### src/rtl/seg7_pkg.sv
// Shared definitions for the 7-segment display path: segment patterns (bit0=a .. bit6=g)
// and the digit monitor state encoding.
package seg7_pkg;

    localparam logic [6:0] SEG_0     = 7'h3F;
    localparam logic [6:0] SEG_1     = 7'h06;
    localparam logic [6:0] SEG_2     = 7'h5B;
    localparam logic [6:0] SEG_3     = 7'h4F;
    localparam logic [6:0] SEG_4     = 7'h66;
    localparam logic [6:0] SEG_5     = 7'h6D;
    localparam logic [6:0] SEG_6     = 7'h7D;
    localparam logic [6:0] SEG_7     = 7'h07;
    localparam logic [6:0] SEG_8     = 7'h7F;
    localparam logic [6:0] SEG_9     = 7'h6F;
    localparam logic [6:0] SEG_BLANK = 7'h00;

    typedef enum logic [1:0] {
        IDLE   = 2'd0,
        SYNC   = 2'd1,
        TRACK  = 2'd2,
        LOCKED = 2'd3
    } state_t;

    // Successor of a BCD digit, wrapping 9 -> 0.
    function automatic logic [3:0] bcd_next(input logic [3:0] d);
        return (d >= 4'd9) ? 4'd0 : d + 4'd1;
    endfunction

endpackage

### src/rtl/seg7_pattern_decoder.sv
// Combinational inverse of the segment decoder: pattern -> BCD digit plus
// flags telling a real digit apart from a blank display.
module seg7_pattern_decoder
    import seg7_pkg::*;
(
    input  logic [6:0] pattern,
    output logic [3:0] digit,
    output logic       is_digit,
    output logic       is_blank
);

    always_comb begin
        digit    = 4'd0;
        is_digit = 1'b1;
        is_blank = 1'b0;
        case (pattern)
            SEG_0:     digit = 4'd0;
            SEG_1:     digit = 4'd1;
            SEG_2:     digit = 4'd2;
            SEG_3:     digit = 4'd3;
            SEG_4:     digit = 4'd4;
            SEG_5:     digit = 4'd5;
            SEG_6:     digit = 4'd6;
            SEG_7:     digit = 4'd7;
            SEG_8:     digit = 4'd8;
            SEG_9:     digit = 4'd9;
            SEG_BLANK: begin
                is_digit = 1'b0;
                is_blank = 1'b1;
            end
            default:   is_digit = 1'b0;
        endcase
    end

endmodule

### src/rtl/seg7_digit_monitor.sv
// Receive-side checker: synchronizes and debounces a 7-segment pattern, decodes it and
// verifies the digit steps 0..9 once per MAX_COUNT clocks, reporting lock and errors.
module seg7_digit_monitor
    import seg7_pkg::*;
#(
    parameter int MAX_COUNT     = 10_000_000,
    parameter int TOLERANCE     = 1_000,
    parameter int STABLE_CYCLES = 4
) (
    input  logic        clk,
    input  logic        reset,
    input  logic [6:0]  seg_in,
    output logic [3:0]  digit,
    output logic        digit_valid,
    output logic        locked,
    output logic        err_pulse,
    output logic [7:0]  err_count,
    output logic [23:0] period,
    output state_t      dbg_state
);

    localparam logic [24:0] WIN_LO    = 25'(MAX_COUNT - TOLERANCE);
    localparam logic [24:0] WIN_HI    = 25'(MAX_COUNT + TOLERANCE);
    localparam logic [3:0]  STABLE    = 4'(STABLE_CYCLES);
    localparam logic [23:0] TIMER_MAX = '1;

    logic [6:0]  sync1_q, sync2_q, samp_q, last_pat_q;
    logic [3:0]  run_q;
    logic [23:0] timer_q;
    state_t      state_q, state_d;
    logic [3:0]  dec_digit;
    logic        dec_is_digit, dec_is_blank;
    logic        stable, cand_new, ev_digit, ev_bad;
    logic        correct, in_window, timeout, step_ok, err;
    logic [24:0] elapsed;

    seg7_pattern_decoder u_decoder (
        .pattern  (samp_q),
        .digit    (dec_digit),
        .is_digit (dec_is_digit),
        .is_blank (dec_is_blank)
    );

    // The run counter saturates at STABLE, so a held pattern yields exactly one candidate event.
    assign stable    = (run_q == STABLE);
    assign cand_new  = stable && (samp_q != last_pat_q);
    assign ev_digit  = cand_new && dec_is_digit;
    assign ev_bad    = cand_new && !dec_is_digit && !dec_is_blank;
    assign elapsed   = {1'b0, timer_q} + 25'd1;
    assign in_window = (elapsed >= WIN_LO) && (elapsed <= WIN_HI);
    assign correct   = (dec_digit == bcd_next(digit));
    assign step_ok   = correct && in_window;
    assign timeout   = (state_q != IDLE) && ({1'b0, timer_q} > WIN_HI);

    always_comb begin
        state_d = state_q;
        err     = 1'b0;
        if (ev_bad) begin
            err     = 1'b1;
            state_d = SYNC;
        end else if (ev_digit) begin
            case (state_q)
                IDLE: state_d = SYNC;
                SYNC: begin
                    if (step_ok) state_d = TRACK;
                    else         err     = 1'b1;
                end
                TRACK, LOCKED: begin
                    state_d = step_ok ? LOCKED : SYNC;
                    err     = !step_ok;
                end
                default: state_d = IDLE;
            endcase
        end else if (timeout) begin
            // Leaving for IDLE makes the timeout a single-shot error.
            err     = 1'b1;
            state_d = IDLE;
        end
    end

    always_ff @(posedge clk) begin
        if (reset) begin
            sync1_q     <= '0;
            sync2_q     <= '0;
            samp_q      <= '0;
            run_q       <= '0;
            last_pat_q  <= '0;
            timer_q     <= '0;
            state_q     <= IDLE;
            digit       <= '0;
            digit_valid <= 1'b0;
            err_pulse   <= 1'b0;
            err_count   <= '0;
            period      <= '0;
        end else begin
            sync1_q <= seg_in;
            sync2_q <= sync1_q;
            samp_q  <= sync2_q;
            if (sync2_q != samp_q)  run_q <= 4'd1;
            else if (run_q < STABLE) run_q <= run_q + 4'd1;
            if (stable) last_pat_q <= samp_q;

            if (ev_digit || state_q == IDLE) timer_q <= '0;
            else if (timer_q != TIMER_MAX)  timer_q <= timer_q + 24'd1;

            state_q     <= state_d;
            digit_valid <= ev_digit;
            err_pulse   <= err;
            if (err && err_count != 8'hFF) err_count <= err_count + 8'd1;
            if (ev_digit) begin
                digit  <= dec_digit;
                period <= (timer_q == TIMER_MAX) ? TIMER_MAX : elapsed[23:0];
            end
        end
    end

    assign locked    = (state_q == LOCKED);
    assign dbg_state = state_q;

endmodule

### config.mk
export PLATFORM = sky130hd
export DESIGN_NAME = seg7_digit_monitor
export DESIGN_NICKNAME = d
export VERILOG_FILES = /design/src/rtl/seg7_pkg.sv /design/src/rtl/seg7_pattern_decoder.sv /design/src/rtl/seg7_digit_monitor.sv
export SDC_FILE = /design/constraint.sdc
export NUM_CORES = 1
export LEC_CHECK = 0
export BUFFER_PORTS_ARGS = -buffer_cell sky130_fd_sc_hd__buf_2
export CAP_MARGIN = 25
export CORE_UTILIZATION = 45
export CTS_CLUSTER_DIAMETER = 80
export DETAILED_ROUTE_END_ITERATION = 6
export HOLD_SLACK_MARGIN = 0.12
export PLACE_DENSITY = 0.68
export SLEW_MARGIN = 20
export SYNTH_ARGS = -nofsm -noshare
export SYNTH_HDL_FRONTEND = slang
export SYNTH_SLANG_ARGS = --single-unit
### constraint.sdc
create_clock -name clk -period 3.87 [get_ports clk]
set_clock_uncertainty 0.15 [all_clocks]
set_input_delay 0.1935 -clock clk [delete_from_list [all_inputs] [get_ports clk]]
set_output_delay 0.1935 -clock clk [all_outputs]
set_load 0.01 [all_outputs]
==> run_results.csv <==
group,metric,value,unit
status,status,"finished, final reports clean",
setup_path,required,3.95,ns
global_route,grt_max_degree,50,
global_route,grt.overflow.total,0,
clock_network,clock-sinks,96,
setup_path,cp_max_fo,9,
placement,io_buffers,49,
worst_hold_path,hold_path.class,"in2reg",
synthesis,synth_fa_ha_area_share,1.96,%
clock_network,clock_latency,0.35,ns
setup_path,r2r_start,"timer_q[1]",
setup_path,slowest_delay,0.48,ns
power_and_ir_drop,leakagePower,2.20,nW
setup_path,crit_slowest_cell,"dfxtp_1",
setup_path,r2r_end,"err_count[1]",
power_and_ir_drop,power_density,334,nW/µm²
detailed_routing,top_layer,"met4",
global_route,grt_pass1_vias,3824,
die,start_util,46.6,%
clock_network,cts_tree,"built",
finish,final_common_cell,"nor2_1",
clock_network,cts-buffers-inserted,9,
detailed_routing,dr.first_iter.drc_count,299,
clock_network,cts_buffer_depth,2,
detailed_routing,dr_wl_met2,5.11,mm
finish,fin_cells,780,
detailed_routing,ant_nets,0,
synthesis,syn_inst,606,
setup_path,crit_chain,"ha_1, nand4_1, nor2_2, a2111oi_0, a211oi_1, o211ai_2, nor4_4, o211ai_2, a22oi_2, buf_4, mux2i_1, nor2_1",
synthesis,yosys_register_bits,96,
finish,design_area,5750,µm²
detailed_routing,drt_pass1_iterations,5,
clock_network,h-tree-depth,3,
clock_network,postCtsSetupBuffers,0,
setup_path,worstRegToRegCells,12,
power_and_ir_drop,peakVddDrop,0.211,mV
synthesis,synth_cell_types,75,
synthesis,syn_area_per_cell,8.41,µm²
detailed_routing,routed_wirelength,11.6,mm
synthesis,synth.cell_area,5090,µm²
sta,finalSetupViolations,0,
finish,area_growth,12.8,%
run,cap_violations,0,
finish,nets,652,
synthesis,synthMuxAreaShare,3.61,%
placement,postPlaceCellArea,5380,µm²
finish,diodes,0,
die,row_count,38,
placement,dp_cells,757,
die,core,10900,µm²
synthesis,synth-xor-area-share,7.22,%
placement,hpwl,8.21,mm
sta,rsz0062_at_grt,"no",
setup_path,endpoint,"err_count[1]",
detailed_routing,drc,0,
setup_path,cp_common_cell,"o211ai_2",
die,die_w,108,µm
synthesis,synth_top_flop_cell,"dfxtp_1",
synthesis,syn_nets,623,
die,die_h,108,µm
die,io_pins,50,
global_route,grt_pass1_wl,19.0,mm
clock_network,clkTransAtPathRegs,0.07,ns
synthesis,synth_compound_area_share,15.7,%
die,dieArea,11800,µm²
sta,setup_tns,0,ns
setup_path,crit_start,"timer_q[1]",
detailed_routing,viasPerCell,5.52,
sta,slew-limit-headroom,41.8,%
synthesis,synthArstFlopShare,0,%
detailed_routing,vias,4305,
global_route,antenna_found_initial,0,
sta,timing.fmax,284,MHz
sta,hold_violations,0,
clock_network,clockRootBuffer,"clkbuf_16",
sta,final_max_slew_viol_count,0,
synthesis,synth_top_family_by_area,"simple AND/OR/NAND/NOR gates",
synthesis,yosys_warnings,0,
finish,drive_above_1_share,16.6,%
setup_path,worstSetupPathType,"reg2reg",
sta,setup_ws,0.350,ns
finish,utilization,52.5,%
detailed_routing,drt-met1-wl,5.75,mm
synthesis,synth-edff-count,0,
synthesis,yosys.area_share.simple,28.6,%
detailed_routing,wl_met3,501,µm
setup_path,crit_arrival,3.60,ns
sta,final.min_clock_period,3.52,ns
global_route,grtUsageTotal,20.6,%
sta,worst_pin_slew,0.873,ns
placement,gp_congestion,0.923,
detailed_routing,wire_per_inst,14.8,µm
setup_path,r2r_slack,0.35,ns
finish,final_cell_mix,"nor2_1, dfxtp_1, buf_2",
setup_path,cp-start-kind,"register",
sta,period_share,90.9,%
setup_path,endpoint_kind,"register",
placement,dp_slack,0.285,ns
synthesis,synth_seq_area_share,37.7,%
-- sequential cells by signal, summed over array words and instances (netlist names) --
name and cells:
last_pat_q 7, sync2_q 7, digit 4, period 24, err_count 8, run_q 4
timer_q 24, err_pulse 1, dbg_state 2, samp_q 7, digit_valid 1, sync1_q 7
-- power by group --
group          switching (W)  internal (W)
sequential         0.0000103      0.000998
combinational      0.0000254     0.0000245
clock               0.000398      0.000462
-- cells in the mapped netlist, drive strengths merged (6+ instances only) --
master	number	area, µm²
xnor2	25	219
clkbuf	30	113
a21oi	25	125
o21ai	18	90.1
mux2i	15	150
dfxtp	96	1920
ha	8	100
nor3b	7	52.6
nand4	11	98.8
and2	6	37.5
and3	8	50.1
a21boi	6	45.0
nor3	16	90.1
a211oi	22	165
xor2	17	149
inv	13	48.8
nand3	24	130
nor2	100	378
buf	16	98.8
or3	6	37.5
nor4	10	108
nor2b	29	181
nand2	30	113
-- final cells by class --
cell class	count	area (µm²)
inverters	14	52.6
clock buffers	10	239
well taps	140	175
clock inverters	6	50.0
repair buffers	64	375
fillers	1029	5190
multi-input cells	450	2930
flip-flops and latches	96	1920
-- repair_timing --
action	4_1_cts	5_1_grt
hold buffers	7	0
setup endpoints to repair	0	7
gates resized for setup	0	2
endpoints found under the hold margin	7	0
-- kinds of logic after synthesis --
| kind of cell | Yosys count |
|---|---|
| and+or+nand+nor | 270 |
| adders and majority gates | 8 |
| muxes | 18 |
| xor gates and xnor gates | 42 |
| DFF | 96 |
| AOI/OAI and AO/OA | 112 |
| buffers and inverters | 60 |
-- through the flow --
stage / total power (W) / hold WS, ns
2_1_floorplan: 0.00106 / 0.172
5_1_grt: 0.00199 / 0.222
3_5_place_dp: 0.00108 / 0.258
6_report: 0.00192 / 0.203
3_3_place_gp: 0.00107 / 0.252
4_1_cts: 0.00194 / 0.200
-- worst max-delay path: cells and delay by family (launching register included) --
family | cells | cell delay, ns
adder cells (fa/ha/maj) | 1 | 0.26
flip-flops | 1 | 0.48
AND/OR/NAND/NOR | 4 | 1.00
AO/OA/AOI/OAI | 5 | 1.14
buffers and inverters | 1 | 0.21
multiplexers | 1 | 0.18
-- metal layers --
layer	GRT usage [%]	vias up
li1	-	2175
met1	29.7	2027
met2	30.4	88
met3	3.50	15
met4	8.20	0
met5	0	-
-- worst min path at each step --
stage          startpoint       endpoint  slack [ns]  depth (start not counted)
2_1_floorplan   seg_in[0]     sync1_q[0]        0.17                          1
3_3_place_gp    seg_in[0]     sync1_q[0]        0.25                          2
3_5_place_dp    seg_in[2]     sync1_q[2]        0.26                          2
4_1_cts             reset  last_pat_q[6]        0.20                          2
5_1_grt             reset  last_pat_q[5]        0.22                          2
6_report            reset     sync2_q[2]        0.20                          2
Power figures use the tool's default switching activity.
